[src/rtl/fadd_norm_pkg.sv]
// fadd_norm_pkg: shared FPU constants, count-width helper and normalized-result field layout
package fadd_norm_pkg;
    localparam int EXP_W_DEF  = 8;
    localparam int MANT_W_DEF = 24;
    localparam int EXP_BIAS   = (1 << (EXP_W_DEF - 1)) - 1;
    function automatic int cnt_w(input int n);
        return $clog2(n) + 1;
    endfunction
    typedef struct packed {
        logic                  sign;
        logic                  zero;
        logic                  subn;
        logic                  corr;
        logic [EXP_W_DEF-1:0]  exp;
        logic [MANT_W_DEF-1:0] mant;
    } norm_res_t;
endpackage

[src/rtl/fadd_norm_lzc.sv]
// fadd_norm_lzc: combinational leading-zero counter with all-zero flag
module fadd_norm_lzc
    import fadd_norm_pkg::*;
#(
    parameter int WIDTH = MANT_W_DEF
) (
    input  logic [WIDTH-1:0]        vec_i,
    output logic [cnt_w(WIDTH)-1:0] cnt_o,
    output logic                    zero_o
);
    logic found;
    // scan from the MSB and count zeros until the first set bit
    always_comb begin
        cnt_o = '0;
        found = 1'b0;
        for (int i = WIDTH - 1; i >= 0; i--) begin
            if (!found) begin
                if (vec_i[i]) found = 1'b1;
                else cnt_o = cnt_o + 1'b1;
            end
        end
    end
    assign zero_o = ~|vec_i;
endmodule

[src/rtl/fadd_norm.sv]
// fadd_norm: two-stage FP-add normalization (LZA shift, one-bit fixup, subnormal clamp); optional FADD_NORM_CORR_CNT_EN adds a correction counter
module fadd_norm
    import fadd_norm_pkg::*;
#(
    parameter int WIDTH = MANT_W_DEF,
    parameter int EXP_W = EXP_W_DEF
`ifdef FADD_NORM_CORR_CNT_EN
    , parameter int CNT_W = 16
`endif
) (
    input  logic             clk,
    input  logic             rst_n,
`ifdef FADD_NORM_CORR_CNT_EN
    input  logic             cnt_clr,
    output logic [CNT_W-1:0] corr_cnt,
`endif
    input  logic             in_valid,
    output logic             in_ready,
    input  logic [WIDTH-1:0] in_sum,
    input  logic [WIDTH-1:0] in_lza,
    input  logic [EXP_W-1:0] in_exp,
    input  logic             in_sign,
    output logic             out_valid,
    input  logic             out_ready,
    output logic [WIDTH-1:0] out_mant,
    output logic [EXP_W-1:0] out_exp,
    output logic             out_sign,
    output logic             out_zero,
    output logic             out_subn,
    output logic             out_corr
);
    localparam int CW = cnt_w(WIDTH);
    logic [CW-1:0]    lz_cnt, lz;
    logic             lz_zero, big;
    logic [31:0]      sh;
    logic             s1_valid_q, out_valid_q, s1_load, s2_load;
    logic [WIDTH-1:0] m1_d, m1_q, mant_d, mant_q;
    logic [EXP_W-1:0] e1_d, e1_q, exp_d, exp_q;
    logic             clamp_d, clamp_q, sign_q, zero_q, msb;
    logic             subn_d, subn_q, corr_d, corr_q, osign_q, ozero_q;

    fadd_norm_lzc #(.WIDTH(WIDTH)) u_lzc (.vec_i(in_lza), .cnt_o(lz_cnt), .zero_o(lz_zero));

    assign s2_load   = !out_valid_q || out_ready;
    assign s1_load   = !s1_valid_q || s2_load;
    assign in_ready  = s1_load;
    assign out_valid = out_valid_q;
    assign out_mant  = mant_q;
    assign out_exp   = exp_q;
    assign out_sign  = osign_q;
    assign out_zero  = ozero_q;
    assign out_subn  = subn_q;
    assign out_corr  = corr_q;

    // stage 1: shift by the LZA count unless that would push the exponent to/below zero
    always_comb begin
        lz      = lz_zero ? CW'(WIDTH - 1) : lz_cnt;
        big     = 32'(in_exp) > 32'(lz);
        sh      = big ? 32'(lz) : (in_exp == '0 ? 32'd0 : 32'(in_exp) - 32'd1);
        m1_d    = in_sum << sh;
        e1_d    = big ? in_exp - EXP_W'(lz) : '0;
        clamp_d = !big;
    end

    // stage 2: fix a one-bit LZA under-prediction, falling to subnormal when e1 is 1
    always_comb begin
        msb    = m1_q[WIDTH-1];
        mant_d = zero_q ? '0 : (!clamp_q && !msb && e1_q > 1) ? m1_q << 1 : m1_q;
        exp_d  = (zero_q || clamp_q) ? '0 : !msb ? (e1_q > 1 ? e1_q - 1'b1 : '0) : e1_q;
        subn_d = !zero_q && (clamp_q || (!msb && e1_q == 1));
        corr_d = !zero_q && !clamp_q && !msb;
    end

    // stage-1 register: advances when empty or when stage 2 drains it
    always_ff @(posedge clk) begin
        if (!rst_n) begin
            s1_valid_q <= 1'b0;
            m1_q       <= '0;
            e1_q       <= '0;
            clamp_q    <= 1'b0;
            sign_q     <= 1'b0;
            zero_q     <= 1'b0;
        end else if (s1_load) begin
            s1_valid_q <= in_valid;
            if (in_valid) begin
                m1_q    <= m1_d;
                e1_q    <= e1_d;
                clamp_q <= clamp_d;
                sign_q  <= in_sign;
                zero_q  <= in_sum == '0;
            end
        end
    end

    // stage-2 output register: held while the downstream stalls
    always_ff @(posedge clk) begin
        if (!rst_n) begin
            out_valid_q <= 1'b0;
            mant_q      <= '0;
            exp_q       <= '0;
            osign_q     <= 1'b0;
            ozero_q     <= 1'b0;
            subn_q      <= 1'b0;
            corr_q      <= 1'b0;
        end else if (s2_load) begin
            out_valid_q <= s1_valid_q;
            if (s1_valid_q) begin
                mant_q  <= mant_d;
                exp_q   <= exp_d;
                osign_q <= sign_q;
                ozero_q <= zero_q;
                subn_q  <= subn_d;
                corr_q  <= corr_d;
            end
        end
    end

`ifdef FADD_NORM_CORR_CNT_EN
    logic [CNT_W-1:0] cnt_q;
    assign corr_cnt = cnt_q;
    // saturating count of delivered beats that needed the one-bit correction
    always_ff @(posedge clk) begin
        if (!rst_n || cnt_clr) cnt_q <= '0;
        else if (out_valid_q && out_ready && corr_q && !(&cnt_q)) cnt_q <= cnt_q + 1'b1;
    end
`endif
endmodule

[config.mk]
export PLATFORM = sky130hd
export DESIGN_NAME = fadd_norm
export DESIGN_NICKNAME = d
export VERILOG_FILES = /design/src/rtl/fadd_norm_pkg.sv /design/src/rtl/fadd_norm_lzc.sv /design/src/rtl/fadd_norm.sv
export SDC_FILE = /design/constraint.sdc
export NUM_CORES = 1
export LEC_CHECK = 0
export ABC_AREA = 1
export BUFFER_PORTS_ARGS = -buffer_cell sky130_fd_sc_hd__buf_2
export CAP_MARGIN = 0
export CORE_ASPECT_RATIO = 1.1
export CORE_MARGIN = 2
export CORE_UTILIZATION = 55
export DETAILED_ROUTE_END_ITERATION = 6
export HOLD_SLACK_MARGIN = 0.06
export PLACE_DENSITY = 0.77
export SETUP_SLACK_MARGIN = 0.4
export SLEW_MARGIN = 20
export SYNTH_ARGS = -nofsm -noshare
export SYNTH_HDL_FRONTEND = slang
export SYNTH_SLANG_ARGS = --single-unit
[constraint.sdc]
create_clock -name clk -period 24.3 [get_ports clk]
set_input_delay 4.86 -clock clk [delete_from_list [all_inputs] [get_ports clk]]
set_output_delay 4.86 -clock clk [all_outputs]
set_load 0.01 [all_outputs]
==> metrics.txt, run 1 <==
status=finished clean; Die Ht=approximately 130 um; Max Clock Skew=0.008923 ns; grt peak-use layer=met2; per-cell routed wire length=11.25 um; fmax=between 50 and 60 MHz; Crit Path Class=input port to register; NetSw=approximately 130 uW; CP required=between 20 and 25 ns; grt met3 use=3.201%; Row Count=44; TritonCTS Buffers=9; area growth from synthesis to final layout=11.42%; Post-synth ARST share=0%; IO Pins=99; startpoint of the worst hold path=out_exp[0]; Critical Path AT=slightly below 20 ns; vias per inst=between 5 and 6; 1st-iter DRT viols=just under 400; Tightest Pin Transition=~0.77 ns; count leader, synth=nand2_1; internal power=roughly 250 uW; core footprint=between 10000 and 15000 um^2; Worst-path clk slew=0.05 ns; cell family with most CP delay=adder cells; FF-to-FF Start=e1_q[1]; r2r endpoint=out_mant[6]; Hold Buf Count CTS=0; H-tree depth=3; reg-to-reg setup timing slack=~22 ns; Hold Path Sink=out_exp[0]; dominant register cell in the synthesized netlist=dfxtp_1; Setup Viol. Count Final=0; Die Wd=roughly 120 um; RSZ-0062 raised after global routing=false; PortBufs=98; detailed placer's ending HPWL=roughly 14000 um; Static Leak=roughly 0.0046 uW; R2R cell count=11; residual DRC count=0; Avg Cell Area, Syn=approximately 6 um^2; Power per Cell Area=approximately 46 nW/um^2; Hold Path Cell Cnt=2; Synth top area share=between 15 and 20%; total grt overflow=0; # resized after CTS=0; post-synthesis cell type count=48; worst vdd ir=0.00002951 V; Max Cap Viol=0; Clk pwr share=between 30% and 40%; layout cells sized above 1=about a fifth; vias in the first global route=7151; initial core utilization=56.65%; routed via count=about 7800; Comb pwr share=between 30% and 40%; CTS tree=built; Mapped Area=7547 um^2; Seq/Total Area, Yosys=19.36%; largest net degree at the start of global routing=39; ANT nets after route=0; Post-synth top cells=389 x nand2_1, 169 x inv_1, 115 x nand3_1; Final Cycle Share=between 70 and 80%; Synth Net Count=1366; relative slew slack=between 40% and 50%; postcts setup bufs=0; power share of the sequential group=35.3%; met1 Use GR=between 20% and 30%; fin. max-slew vios=0; gr usage total=around a quarter; Total Wirelength=17340 um; Sw Share=about a third; Total Neg Setup Slack=0 ns; Critical Path Slowest Stage Cell=inv_1; clk_lat worst skew=0.33 ns; Post-synth EDFFs=0; Crit. End Element=register; Place WS=~4.8 ns; CTS root buf=clkbuf_16; min Tclk post-route=about 19 ns; Synth Instances=around 1300; register bit total from synthesis=between 70 and 80; gpl congestion=between 0.9 and 1; Hold Path Class=register to register; type of origin of the critical path=input port; die area=about 15000 um^2; DRT Pass-1 Iters=5; worst path bufs/invs=25; first-pass GRT wire length=~30000 um; Longest Clk Path Bufs=2; Max stage delay on crit path=between 0.5 and 0.6 ns; initial antenna violation count=0; YS warnings=0; synth top area cells=dfxtp_1 19%, nand2_1 19%, inv_1 8.4%; met2 Use GR=a little under half; Layout Nets=about 1400; PnR worst setup slack=5.159 ns; Fin. Hold Viols=0; most frequent CP cell=nand2_1; ANT cells=0; area leader, netlist=dfxtp_1; clk sinks=73; Critical Path Fanout Max=32
layout make-up:
class / count / area [um^2]
clock buffers: 11 / 252.7
clock inverters: 5 / 37.54
fillers: 1374 / 4913
inverters: 196 / 738.2
multi-input cells: 967 / 5146
flip-flops and latches: 73 / 1461
well taps: 184 / 230.2
repair buffers: 105 / 543.0
cell usage in the layout, fill, tap and decap left out, drive strengths merged, types with 2 or more instances in the layout:
master    count
nand2       415
inv         196
nand3       127
nor2        124
buf         105
a21oi        82
dfxtp        73
o21ai        54
ha           31
o211ai       26
or2          25
nand4        19
xnor2        14
xor2         13
clkbuf       11
nor3          9
o21a          7
nor4          4
a22oi         3
o22ai         3
clkinv        3
a31oi         2
and2          2
a31o          2
clkinvlp      2
logic make-up (layout without fill, tap and decap cells):
family / Yosys count / after routing / synth area share (%)
fa+ha+maj: 32 / 32 / 5.404
buf+inv: 233 / 317 / 12.45
xor+xnor: 27 / 27 / 3.233
compound gates: 180 / 180 / 14.01
simple gates: 728 / 728 / 45.54
flops: 73 / 73 / 19.36
per-layer routing:
metal / vias up / wire length, um
met5: - / 0
met4: 0 / 528
met3: 43 / 739
met2: 161 / 8538
met1: 3418 / 7535
li1: 4222 / -
registers in the layout (all words and copies together) (netlist names), 8 cells and up:
| signal | cells |
|---|---|
| m1_q | 24 |
| e1_q | 8 |
| out_exp | 8 |
| out_mant | 24 |
power by group through the flow:
stage               Clock (uW)  Combinational [uW]  Sequential, uW
floorplan                    0                91.4             139
global placement             0                 121             138
detailed placement           0                 123             138
CTS                        127                 124             136
global route               133                 142             137
finish                     125                 124             136
worst max-delay path by stage:
stage                     from  endpoint  slack [ns]  depth (start not counted)
floorplan           in_lza[22]  m1_q[19]        6.45                        108
global placement    in_lza[22]  m1_q[20]        5.29                        102
detailed placement  in_lza[22]  m1_q[20]        4.79                        104
CTS                 in_lza[22]  m1_q[20]        5.10                        104
global route        in_lza[22]  m1_q[20]        3.52                        104
finish              in_lza[22]  m1_q[20]        5.16                        104
through the flow:
step                      hold slack [ns]  cell area (um^2)  total power [uW]  utilization [%]  cells
after global routing               0.4694              8409             410.9            63.12   1541
after floorplan                    0.4495              7547             230.2                -   1273
after detailed placement           0.4517              8119             261.2            60.94   1525
after CTS                          0.4604              8409             386.4            63.12   1541
final                              0.4590              8409             383.9            63.12   1541
after global placement             0.4491              8119             258.9            60.94   1525
worst min-delay path, cell delays in order (launching register included):
cell     delay (ns)
dfxtp_1        0.30
nand2_1        0.06
a21oi_1        0.05
(Power assumes the default switching activity.)
==> run 2, diff against run 1 <==
clock period = 19.9 ns   (was 24.3 ns; I/O delays follow)
==> run 2 against run 1 <==
Wire length grew 0.58%; hold slack barely moved; clock-buffer cell count is the same; cell count fell by 0.13%; sequential share of layout area shrank 0.11 points; worst setup slack lost 3.2 ns; clock power increased by 46%; register-to-register slack got worse by 4.4 ns; critical endpoint is now m1_q[23]; largest cell class unchanged; largest power group is now the clock network; highest routed layer unchanged.
==> metrics.txt, run 2 (same netlist as run 1, synthesis figures left out) <==
grt met3 use=4.348%; largest net degree at the start of global routing=39; relative slew slack=between 50% and 60%; initial core utilization=around 57%; ANT nets after route=0; DRT Pass-1 Iters=7; Longest Clk Path Bufs=2; Power per Cell Area=58.96 nW/um^2; die area=14680 um^2; first-pass GRT wire length=just over 30000 um; Total Neg Setup Slack=0 ns; cell family with most CP delay=adder cells; routed via count=~7900; CTS root buf=clkbuf_16; fmax=55.68 MHz; total grt overflow=0; most common cell after layout, fill and taps aside=nand2_1; IO Pins=99; Tightest Pin Transition=between 0.6 and 0.7 ns; Critical Path AT=about 18 ns; Critical Path Slowest Stage Cell=fa_1; Crit. End Element=register; R2R cell count=10; Setup Viol. Count Final=0; worst path bufs/invs=26; Fin. Hold Viols=0; area growth from synthesis to final layout=12.14%; Die Wd=~120 um; Max Cap Viol=0; Row Count=44; ANT cells=0; Total Wirelength=about 17000 um; Hold Path Class=register to register; most frequent CP cell=nand2_1; grt peak-use layer=met2; gpl congestion=0.9894; detailed placer's ending HPWL=around 14000 um; per-cell routed wire length=11.33 um; Worst-path clk slew=about 0.060 ns; 1st-iter DRT viols=336; met1 Use GR=approximately 28%; Max Clock Skew=about 0.0059 ns; most frequent cells in the layout=388 x nand2_1, 168 x inv_1, 115 x nand3_1; final core utilization=a little under two thirds; Crit Path Class=input port to register; Final Cycle Share=90.24%; RSZ-0062 raised after global routing=false; Static Leak=between 0.004 and 0.005 uW; Hold Path Cell Cnt=2; CTS tree=built; clk_lat worst skew=0.33 ns; TritonCTS Buffers=9; Die Ht=between 100 and 150 um; residual DRC count=0; type of origin of the critical path=input port; fin. max-slew vios=0; core footprint=~13000 um^2; vias per inst=roughly 5.1; layout cells sized above 1=a little under a fifth; postcts setup bufs=0; clk sinks=73; number of cells on the critical path=roughly 100; worst vdd ir=0.00004861 V; number of fill cells=between 1000 and 1500; met2 Use GR=44.51%; Critical Path Fanout Max=18; H-tree depth=3; min Tclk post-route=17.96 ns; PortBufs=98; Layout Nets=about 1400; Max stage delay on crit path=approximately 0.43 ns; gr usage total=~25%; CP required=a little over 20 ns; status=finished clean; vias in the first global route=7251; initial antenna violation count=0
run 2: changes by cell type in the layout (fill, tap and decap cells not counted), sizes merged:
cell / delta
bufinv: +3
clkinvlp: -1
inv: -2
clkinv: -2
run 2: through the flow:
step           worst slack, ns  std cells  hold slack [ns]  instance area [um^2]  total power, uW
2_1_floorplan            2.929       1273           0.4495                  7547            281.1
3_3_place_gp             1.766       1525           0.4491                  8119            316.2
3_5_place_dp             1.258       1525           0.4522                  8119            319.3
4_1_cts                  1.599       1539           0.4609                  8452            502.4
5_1_grt                 0.4963       1539           0.4715                  8463            531.5
6_report                 1.942       1539           0.4593                  8463            499.0
run 2: area by class of cell:
class	instances	area (um^2)	area share [%]
inverter	196	742.0	8.767
clock buffer	11	242.7	2.868
timing repair buffer	105	543.0	6.416
tap	184	230.2	2.720
multi-input combinational	967	5154	60.90
clock inverter	3	90.09	1.064
sequential	73	1461	17.27
run 2: routing by layer:
| metal | wire length, um | vias up |
|---|---|---|
| met5 | 0 | - |
| met4 | 550 | 0 |
| met3 | 768 | 45 |
| met2 | 8650 | 162 |
| met1 | 7472 | 3428 |
| li1 | - | 4216 |
run 2: worst min-delay path: cells and delay by family (launching register included):
family | cells | cell delay (ns)
flip-flops | 1 | 0.30
AND/OR/NAND/NOR | 1 | 0.06
AO/OA/AOI/OAI | 1 | 0.05
run 2: worst paths after layout:
kind	from	end	slack (ns)
hold / removal	out_exp[4]	out_exp[4]	0.46
setup reg to reg	e1_q[0]	out_mant[22]	17.59
setup / recovery	in_lza[22]	m1_q[23]	1.94
hold reg to reg	out_exp[4]	out_exp[4]	0.46
run 2: power by group:
group / total [uW] / internal [uW] / switching (uW)
Combinational: 151 / 57.4 / 93.8
Clock: 182 / 124 / 57.6
Sequential: 166 / 158 / 7.81
Total: 499 / 340 / 159
run 2: timing repair:
| item | CTS | global route |
|---|---|---|
| hold buffers | 0 | 0 |
| endpoints found under the setup margin | 0 | 19 |
| gates resized for setup | 0 | 3 |
==> run 3, diff against run 2 <==
PLACE_DENSITY = 0.76   (was 0.77)
SYNTH_HIERARCHICAL = 1   (was default)
==> run 3 against run 2 <==
Flip-flop and latch count unchanged; hold slack lost 0.0015 ns; combinational power rose by 3%; critical path depth shrank 23; sequential power about the same; die area increased by 0.43%; wire length down 0.10%; synthesized area grew 0.45%; critical endpoint unchanged.
==> metrics.txt, run 3 <==
status=finished clean; placed cell count=between 1500 and 2000; CTS tree=built; gr usage total=between 20% and 30%; Hold Path Class=register to register; worst vdd ir=around 0.000033 V; area leader, netlist=dfxtp_1; Critical Path Slowest Stage Cell=fa_1; CTS root buf=clkbuf_16; post-route insts no fill=between 1500 and 2000; Post-synth ARST share=0%; first-pass GRT wire length=slightly below 30000 um; Worst-path clk slew=approximately 0.05 ns; Die Ht=127.1 um; Tightest Pin Transition=between 0.8 and 0.9 ns; post-synthesis cell type count=53; area growth from synthesis to final layout=11.01%; Synth Net Count=between 1000 and 1500; gpl congestion=between 0.8 and 0.9; Max Clock Skew=about 0.0042 ns; die area=between 10000 and 15000 um^2; 1st-iter DRT viols=510; per-cell routed wire length=about 11 um; dominant register cell in the synthesized netlist=dfxtp_1; ANT nets after route=0; core footprint=approximately 14000 um^2; Max Cap Viol=0; clk sinks=73; Critical Path AT=around 16 ns; crit path to=m1_q[23]; vias per inst=about 5.2; fmax=approximately 66 MHz; CP required=approximately 20 ns; Critical Path Fanout Max=25; relative slew slack=around 42%; initial antenna violation count=0; register bit total from synthesis=73; detailed placer's ending HPWL=approximately 14000 um; Total Wirelength=~17000 um; Avg Cell Area, Syn=5.965 um^2; Fin. Hold Viols=0; number of cells on the critical path=between 70 and 80; Mapped Area=~7600 um^2; Seq/Total Area, Yosys=~19%; startpoint of the worst hold path=out_exp[6]; Static Leak=between 0.004 and 0.005 uW; Power per Cell Area=around 56 nW/um^2; worst path bufs/invs=12; reg-to-reg setup timing slack=around 18 ns; postcts setup bufs=0; largest net degree at the start of global routing=69; clk_lat worst skew=about 0.33 ns; Crit Path Class=input port to register; total grt overflow=0; min Tclk post-route=15.26 ns; H-tree depth=3; Setup Viol. Count Final=0; Die Wd=115.9 um; routed via count=8000; Synth Instances=roughly 1300; FF-to-FF Start=e1_q[0]; Synth top area share=19.28%; DRT Pass-1 Iters=5; most frequent cells in the layout=378 x nand2_1, 168 x nand3_1, 146 x inv_1; residual DRC count=0; Row Count=between 40 and 50; cell family with most CP delay=adder cells; # resized after CTS=0; r2r endpoint=out_mant[18]; IO Pins=just under 100; most common cell after layout, fill and taps aside=nand2_1; vias in the first global route=roughly 6900; Total Neg Setup Slack=0 ns; Worst Setup SP=in_lza[22]; synth top area cells=dfxtp_1 19%, nand2_1 19%, nand3_1 11%; layout cells sized above 1=around 18%; Final Cycle Share=~77%; Layout Nets=roughly 1400; Hold Buf Count CTS=0; YS warnings=6; R2R cell count=10; fin. max-slew vios=0; final core utilization=61.76%; Max stage delay on crit path=between 0.4 and 0.5 ns; RSZ-0062 raised after global routing=false; Longest Clk Path Bufs=2; ANT cells=0; PortBufs=98; type of origin of the critical path=input port; most frequent CP cell=ha_1; Crit. End Element=register; hold slack=~0.46 ns; count leader, synth=nand2_1; Post-synth top cells=378 x nand2_1, 168 x nand3_1, 146 x inv_1; Post-synth EDFFs=0; TritonCTS Buffers=9; initial core utilization=a little under three fifths
==> run 3: cell types whose count changed in the layout (fill, tap and decap cells not counted), sizes merged, moves of 3 or more <==
cell,before,now
nand3,127,181
inv,194,168
nor2,124,106
o21ai,54,40
a21oi,82,93
o21a,7,0
xnor2,14,8
nand2,415,411
bufinv,3,0
clkbuf,11,14
clkinv,1,4
==> run 3: through the flow <==
stage	cell area [um^2]	power (uW)	worst slack, ns
2_1_floorplan	7581	284.9	5.795
5_1_grt	8416	500.6	3.386
3_5_place_dp	8138	321.6	4.345
6_report	8416	468.5	4.641
4_1_cts	8414	469.3	4.685
3_3_place_gp	8138	319.5	4.666
==> run 3: worst reg2reg max path, cell delays in order (launching register included) <==
cell and delay, ns:
dfxtp_1 0.37, inv_1 0.08, ha_1 0.19, inv_1 0.08
o31ai_1 0.09, or2_2 0.29, nor2_1 0.10, buf_4 0.22
inv_1 0.31, o211ai_1 0.32, a21oi_1 0.09
==> run 3: routing by layer <==
metal	up-vias	global-route usage, %	part of all wire (%)
li1	4271	-	-
met1	3525	29.80	46
met2	179	40.83	46
met3	25	4.744	5.9
met4	0	7.003	1.6
met5	-	0	0
==> run 3: final cells by class <==
cell class / count / area, um^2
repair buffers: 103 / 528.0
clock inverters: 2 / 12.51
multi-input cells: 987 / 5254
well taps: 188 / 235.2
flip-flops and latches: 73 / 1461
clock buffers: 14 / 264.0
fillers: 1413 / 5210
inverters: 171 / 660.6
==> run 3: how the worst min path moves through the flow <==
stage | to | slack, ns | cells after the start
3_5_place_dp | out_mant[13] | 0.45 | 2
5_1_grt | out_mant[1] | 0.47 | 2
4_1_cts | out_mant[13] | 0.46 | 2
6_report | out_exp[6] | 0.46 | 2
2_1_floorplan | m1_q[1] | 0.45 | 2
3_3_place_gp | out_mant[13] | 0.45 | 2
==> run 3: cell families (layout without fill, tap and decap cells) <==
| family | after synthesis | after routing | share of synthesized area [%] |
|---|---|---|---|
| AND/OR/NAND/NOR | 766 | 766 | 48.79 |
| flip-flops | 73 | 73 | 19.28 |
| adder cells (fa/ha/maj) | 31 | 31 | 5.215 |
| buffers and inverters | 211 | 290 | 11.42 |
| XOR/XNOR | 19 | 19 | 2.195 |
| AO/OA/AOI/OAI | 171 | 171 | 13.10 |
==> run 3: power by group <==
part	total (uW)	switching, uW	internal (uW)
Sequential	166	7.93	158
Combinational	155	96.9	57.7
Clock	148	56.6	91.0
